`config.mk`:
```
export PLATFORM = sky130hd
export DESIGN_NAME = switch_debouncer
export DESIGN_NICKNAME = d
export VERILOG_FILES = /design/src/rtl/switch_debouncer.sv
export SDC_FILE = /design/constraint.sdc
export NUM_CORES = 1
export LEC_CHECK = 0
export ABC_AREA = 1
export CORE_MARGIN = 5
export CORE_UTILIZATION = 50
export CTS_CLUSTER_SIZE = 10
export DETAILED_ROUTE_END_ITERATION = 7
export DONT_BUFFER_PORTS = 1
export PLACE_DENSITY = 0.62
export SKIP_CTS_REPAIR_TIMING = 1
export SYNTH_ARGS = -nofsm -noshare
export SYNTH_HDL_FRONTEND = slang
export SYNTH_SLANG_ARGS = --single-unit
export TNS_END_PERCENT = 50
```
`constraint.sdc`:
```
create_clock -name clk -period 2.23 [get_ports clk]
set_clock_uncertainty 0.2 [all_clocks]
set_input_delay 0.223 -clock clk [delete_from_list [all_inputs] [get_ports clk]]
set_output_delay 0.223 -clock clk [all_outputs]
set_load 0.01 [all_outputs]
```
`src/rtl/switch_debouncer.sv`:
```
// switch_debouncer: synchronises N raw slide-switch pins to clk, debounces
// each bit independently and produces a clean level bus and one-cycle edge
// pulses.
// Optional build macro SWDB_EVENT_CNT_EN adds an 8-bit wrapping event counter
// output (event_cnt) that increments once per cycle with sw_changed high.
module switch_debouncer #(
  parameter int N             = 16,
  parameter int STABLE_CYCLES = 1000000,
  parameter int CNT_W         = 20
) (
  input  logic         clk,
  input  logic         rst_n,
  input  logic [N-1:0] sw,
  output logic [N-1:0] sw_db,
  output logic [N-1:0] sw_rise,
  output logic [N-1:0] sw_fall,
`ifdef SWDB_EVENT_CNT_EN
  output logic [7:0]   event_cnt,
`endif
  output logic         sw_changed
);

  // Count value at which a differing synchronised level is accepted.
  localparam logic [CNT_W-1:0] CNT_MAX = CNT_W'(STABLE_CYCLES - 1);
  localparam logic [CNT_W-1:0] CNT_ONE = CNT_W'(1);

  logic [N-1:0]            s1_q, s1_d;
  logic [N-1:0]            s2_q, s2_d;
  logic [N-1:0][CNT_W-1:0] cnt_q, cnt_d;
  logic [N-1:0]            db_q, db_d;
  logic [N-1:0]            rise_q, rise_d;
  logic [N-1:0]            fall_q, fall_d;
  logic                    changed_q, changed_d;

  // Two-flop synchroniser chain: plain wires between stages, no logic.
  always_comb begin
    s1_d = sw;
    s2_d = s1_q;
  end

  // Per-bit debounce: count consecutive cycles that the synchronised level
  // differs from the accepted level; any return to the accepted level drops
  // the count to zero so a bounce earns no partial credit.
  always_comb begin
    cnt_d  = cnt_q;
    db_d   = db_q;
    rise_d = '0;
    fall_d = '0;
    for (int i = 0; i < N; i++) begin
      if (s2_q[i] == db_q[i]) begin
        cnt_d[i] = '0;
      end else if (cnt_q[i] == CNT_MAX) begin
        db_d[i]   = s2_q[i];
        cnt_d[i]  = '0;
        rise_d[i] = s2_q[i];
        fall_d[i] = ~s2_q[i];
      end else begin
        cnt_d[i] = cnt_q[i] + CNT_ONE;
      end
    end
    changed_d = |(rise_d | fall_d);
  end

  // State registers; reset clears synchroniser, counters, levels and pulses.
  always_ff @(posedge clk or negedge rst_n) begin
    if (!rst_n) begin
      s1_q      <= '0;
      s2_q      <= '0;
      cnt_q     <= '0;
      db_q      <= '0;
      rise_q    <= '0;
      fall_q    <= '0;
      changed_q <= 1'b0;
    end else begin
      s1_q      <= s1_d;
      s2_q      <= s2_d;
      cnt_q     <= cnt_d;
      db_q      <= db_d;
      rise_q    <= rise_d;
      fall_q    <= fall_d;
      changed_q <= changed_d;
    end
  end

  assign sw_db      = db_q;
  assign sw_rise    = rise_q;
  assign sw_fall    = fall_q;
  assign sw_changed = changed_q;

`ifdef SWDB_EVENT_CNT_EN
  logic [7:0] event_cnt_q, event_cnt_d;

  // One count per cycle with any edge pulse, independent of how many bits
  // changed; wraps naturally at 8 bits.
  always_comb begin
    event_cnt_d = event_cnt_q + {7'd0, changed_q};
  end

  // Event counter register.
  always_ff @(posedge clk or negedge rst_n) begin
    if (!rst_n) begin
      event_cnt_q <= '0;
    end else begin
      event_cnt_q <= event_cnt_d;
    end
  end

  assign event_cnt = event_cnt_q;
`endif

endmodule
```
==> flow_metrics.tcl <==
set metrics [dict create \
    syn-cell-area_mm2 0.0198 \
    num_vias 15300 \
    die_w_um 209 \
    fin_setup_tns_ns 0 \
    timing.rr.start "cnt_q[80]$_DFF_PN0_" \
    crit_required_ns 2.52 \
    fin_nets 2538 \
    rsz0062_at_grt "false" \
    avgSynthCellArea_um2 8.18 \
    drive_gt1_frac 0.0872 \
    p_per_area_mw_per_mm2 670 \
    post-route-period-util 0.914 \
    setup_violations 0 \
    routedWlPerCell_um 13.1 \
    peakVddDrop_mv 0.511 \
    crit_type "register to register" \
    yosysWarningCount 0 \
    critPathMaxFanout 7 \
    fmax_mhz 491 \
    synth_most_common_cell "nor2_1" \
    worstMarginPinSlew_ns 1.20 \
    fp.dieH_um 209 \
    synthDistinctLibCells 41 \
    numCtsBuffers 48 \
    grt_max_degree 402 \
    arrival_ns 2.32 \
    num_rows 73 \
    grt_pass1_vias 14900 \
    mappedNetlistNets 2458 \
    core_area_mm2 0.0395 \
    port_buffers 0 \
    drc 0 \
    dieArea_mm2 0.0437 \
    clockBufferDepth 3 \
    hold_viol_final 401 \
    period_minus_slack_ns 2.04 \
    dr.first_iter.drc_count 1061 \
    via_per_inst 5.02 \
    antenna_found_initial 1 \
    routed_wl_um 39900 \
    netlist_top_cells_count "nor2_1 (502), nand2_1 (422), dfrtp_1 (401), inv_1 (305), nor3_1 (116)" \
    clk_latency_ns 0.58 \
    seq_area_frac_synth 0.506 \
    place_ws_ns 0.164 \
    whs_ns -0.828 \
    cts_tree "done" \
    globalplace.congestion 0.867 \
    gr-total-overflow 0 \
    status "finished, violations left" \
    synth_top_area_share 0.506 \
    failed_checks "negative hold slack" \
    boundaryPins 67 \
    nFillCells 3629 \
    endpoint_kind "register" \
    start_util 0.502 \
    crit_path_start_kind "register" \
    clock-sinks 401 \
    maxSlewViolCount 0 \
    crit_path_max_incr_delay_ns 0.41 \
    dp_hpwl_um 27900 \
    crit_path_start "cnt_q[80]$_DFF_PN0_" \
    grtUsageTotal 0.185 \
    h-tree-depth 2 \
    maxCapViolations 0 \
    worst_slack_ns 0.192 \
    final_util 0.562 \
    firstDrtPassIters 5 \
    root_buffer "clkbuf_16" \
    async_flop_share 1.00 \
    crit_chain "ha_1 > nand3_1 > inv_1 > nand3_1 > inv_1 > nand3_2 > nand2_1 > buf_4 > nor3_1" \
    ant_nets 0 \
    syn_inst 2424 \
    leakage_nw 9.70 \
    grt_pass1_wl_um 69800 \
    synth_ff_type "dfrtp_1" \
    hp-class "input port to async pin" \
    yosys.area.top_type "dfrtp_1" \
    synth-edff-count 0 \
    clkTransAtPathRegs_ns 0.05 \
    slowest_stage "dfrtp_1" \
    synth_seq_cells 401 \
    area_growth_pct 11.8 \
    synth.area.top_cells "dfrtp_1 (51%), nor2_1 (9.5%), nand2_1 (8.0%)" \
    max_slew_margin 0.200 \
]
-- metrics by stage --
stage          power [mW]  cell area, µm²  std cells  hold WS [ns]
2_1_floorplan        7.82           19800       2424        -0.273
3_3_place_gp         7.89           20500       2953        -0.247
3_5_place_dp         7.91           20500       2953        -0.247
4_1_cts              15.1           21900       3022        -0.886
5_1_grt              15.5           22200       3048        -0.868
6_report             14.9           22200       3049        -0.828
-- path summary, 6_finish.rpt --
path                                   endpoint  slack [ns]  depth (start not counted)
hold / removal             cnt_q[315]$_DFF_PN0_       -0.83                          0
min in group clk              s1_q[7]$_DFF_PN0_        0.01                          1
setup / recovery            cnt_q[93]$_DFF_PN0_        0.19                          9
setup reg to reg            cnt_q[93]$_DFF_PN0_        0.19                          9
hold reg to reg               s2_q[4]$_DFF_PN0_        0.14                          0
max in group asynchronous  cnt_q[179]$_DFF_PN0_        1.70                          0
-- critical path, delay by kind of cell (launching register included) --
family	cells	cell delay, ns
buffers and inverters	3	0.38
DFF	1	0.41
and+or+nand+nor	5	0.71
adders and majority gates	1	0.24
-- kinds of logic after synthesis --
family | share of synthesized area
AOI/OAI and AO/OA | 0.0562
and+or+nand+nor | 0.322
buffers and inverters | 0.0627
xor gates and xnor gates | 0.0433
adders and majority gates | 0.0101
DFF | 0.506
-- layout make-up --
type | instances | area (µm²) | area share
Antenna cell | 1 | 2.50 | 0.000113
Clock buffer | 64 | 1320 | 0.0597
Clock inverter | 5 | 57.6 | 0.00260
Inverter | 319 | 1200 | 0.0540
Multi-Input combinational cell | 1697 | 8550 | 0.386
Sequential cell | 401 | 10000 | 0.453
Tap cell | 525 | 657 | 0.0296
Timing Repair Buffer | 37 | 343 | 0.0155
-- cell usage in the layout (no fill, tap or decap), drive strengths merged, types with 2 or more instances in the layout --
master and instances:
a211oi 5, o21a 4, or2 13, nor4 7
ha 16, nor3 141, o21ai 88, and3 9
nor2 546, buf 11, dlygate4sd3 26, nor3b 30
o21bai 4, nand2 443, clkbuf 64, a31oi 7
inv 321, clkinv 2, nand4 46, xnor2 30
nand3 132, nand3b 4, a21oi 101, xor2 68
dfrtp 401
-- routing by layer --
layer | GRT usage | up-vias | part of all wire
met5 | 0 | - | 0
met1 | 0.265 | 7184 | 0.49
met2 | 0.290 | 193 | 0.45
met4 | 0.0558 | 0 | 0.018
met3 | 0.0351 | 50 | 0.040
li1 | - | 7889 | -
-- power breakdown --
group / internal, mW / switching (mW)
clock network: 4.19 / 2.85
logic: 0.143 / 0.212
registers: 7.38 / 0.0734
total: 11.7 / 3.14
-- state kept, by name (all words and copies together), names as in the netlist --
register / count
cnt_q: 320
s1_q: 16
s2_q: 16
sw_db: 16
sw_fall: 16
sw_rise: 16
sw_changed: 1
No activity file was read; power rests on OpenSTA's default activity.
==> variant: new RTL, same flow settings <==
Set the parameter `CNT_W` to 10 (it was 20).
--- a/src/rtl/switch_debouncer.sv
+++ b/src/rtl/switch_debouncer.sv
@@ -6,7 +6,7 @@
 module switch_debouncer #(
   parameter int N             = 16,
   parameter int STABLE_CYCLES = 1000000,
-  parameter int CNT_W         = 20
+  parameter int CNT_W         = 10
 ) (
   input  logic         clk,
   input  logic         rst_n,
Function: same outputs for any inputs over 10 cycles, from zero or initial values and one cycle with rst_n low; that may be too few to reach the edited logic, so the function may still have changed.
==> variant against the original RTL <==
  * The run still ends with hold timing left
  * Power down 41%
  * Design area down 47%
  * Clock power down 45%
  * Wire length down 56%
  * Sequential cell count down 160
  * Area after synthesis down 47%
  * Via count down 54%
  * Setup slack better by 0.28 ns
==> variant: results (changes against the original RTL) <==
| Metric | Value |
|---|---|
| Clk_lat worst skew | `0.52 ns (was 0.58 ns)` |
| Met3 Track Usage GR | `3.03% (was 3.51%)` |
| Post-route cell area | `0.0118 mm2 (was 0.0222 mm2)` |
| Mapped Avg Cell Area | `9.40 um2 (was 8.18 um2)` |
| DRT Pass-1 Iters | `4 (was 5)` |
| Clk cell area share | `6.46% (was 6.23%)` |
| DR iter-0 viols | `361 (was 1061)` |
| Share of cells above drive strength 1 | `8.90% (was 8.72%)` |
| Failing checks | `hold timing (unchanged)` |
| Routed length on met2 | `8.18 mm (was 18.1 mm)` |
| Worst R2R End | `sw_changed$_DFF_PN0_ (was cnt_q[93]$_DFF_PN0_)` |
| WL met3 | `804 um (was 1.58 mm)` |
| P_sw | `1.80 mW (was 3.14 mW)` |
| Critical path arrival | `1.96 ns (was 2.32 ns)` |
| Cell variety after synth | `25 (was 41)` |
| Static leakage | `5.30 nW (was 9.70 nW)` |
| Synth top area cells | `dfrtp_1, nand2_1, nor2_1 (was dfrtp_1, nor2_1, nand2_1)` |
| Post-DP HPWL | `12.0 mm (was 27.9 mm)` |
| Int Pwr | `6.91 mW (was 11.7 mW)` |
| Final std cells w/o fill | `1443 (was 3049)` |
| Outcome | `finished, violations left (unchanged)` |
| P_comb | `247 uW (was 356 uW)` |
| Vias in the first global route | `6924 (was 14.9k)` |
| Final hold viol count | `241 (was 401)` |
| Commonest cells in the netlist | `dfrtp_1, nand2_1, nor2_1 (was nor2_1, nand2_1, dfrtp_1)` |
| Area of the multi-input gates | `0.00396 mm2 (was 0.00855 mm2)` |
| Dpl ws | `0.445 ns (was 0.164 ns)` |
| Final worst slack | `0.477 ns (was 0.192 ns)` |
| # nets final | `1197 (was 2538)` |
| Vias | `7012 (was 15.3k)` |
| # rows | `53 (was 73)` |
| Data buffer area share | `1.36% (was 1.55%)` |
| GRT met2 Usage | `24.9% (was 29.0%)` |
| Initial antenna violation count | `0 (was 1)` |
| Logic inverters | `136 (was 319)` |
| Post-Synth XOR/XNOR Area | `5.34% (was 4.33%)` |
| N_diodes | `0 (was 1)` |
| Sink Count | `241 (was 401)` |
| Worst reg2reg startpoint | `cnt_q[140]$_DFF_PN0_ (was cnt_q[80]$_DFF_PN0_)` |
| Final hold slack | `-0.802 ns (was -0.828 ns)` |
| Filler cells | `1817 (was 3629)` |
| CTS Buf Count | `28 (was 48)` |
| Adder and majority gate portion of the synthesized area | `1.91% (was 1.01%)` |
| Peak supply drop | `0.000510 V (was 0.000511 V)` |
| CP max FO | `5 (was 7)` |
| DRT met1 WL | `8.39 mm (was 19.5 mm)` |
| Worst slew pin tran | `0.654 ns (was 1.20 ns)` |
| Comb_multi_in | `740 (was 1697)` |
| Clock group power | `3.90 mW (was 7.05 mW)` |
| CTS HTree Levels | `1 (was 2)` |
-- variant: changes by cell type in the layout (fill, tap and decap cells not counted), sizes merged, moves of 20 or more --
cell,delta
xor2,-20
clkbuf,-30
nor3,-109
nand3,-70
nor2,-340
dfrtp,-160
nand4,-27
nand2,-217
inv,-185
o21ai,-54
a21oi,-61
-- variant: worst max-delay path, stage by stage (launching register included) --
cell and delay (ns):
dfrtp_1 0.41, ha_1 0.24, nand3_1 0.16, nor2_4 0.06
nand3_1 0.09, nand2_1 0.06, inv_1 0.10, nand2_1 0.14
nor2_1 0.11, nand2_1 0.06
-- variant: cells by family (layout without fill, tap and decap cells) --
family / after synthesis / in the layout
AND/OR/NAND/NOR: 582 / 582
flip-flops: 241 / 241
buffers and inverters: 136 / 187
AO/OA/AOI/OAI: 78 / 78
XOR/XNOR: 64 / 64
adder cells (fa/ha/maj): 16 / 16
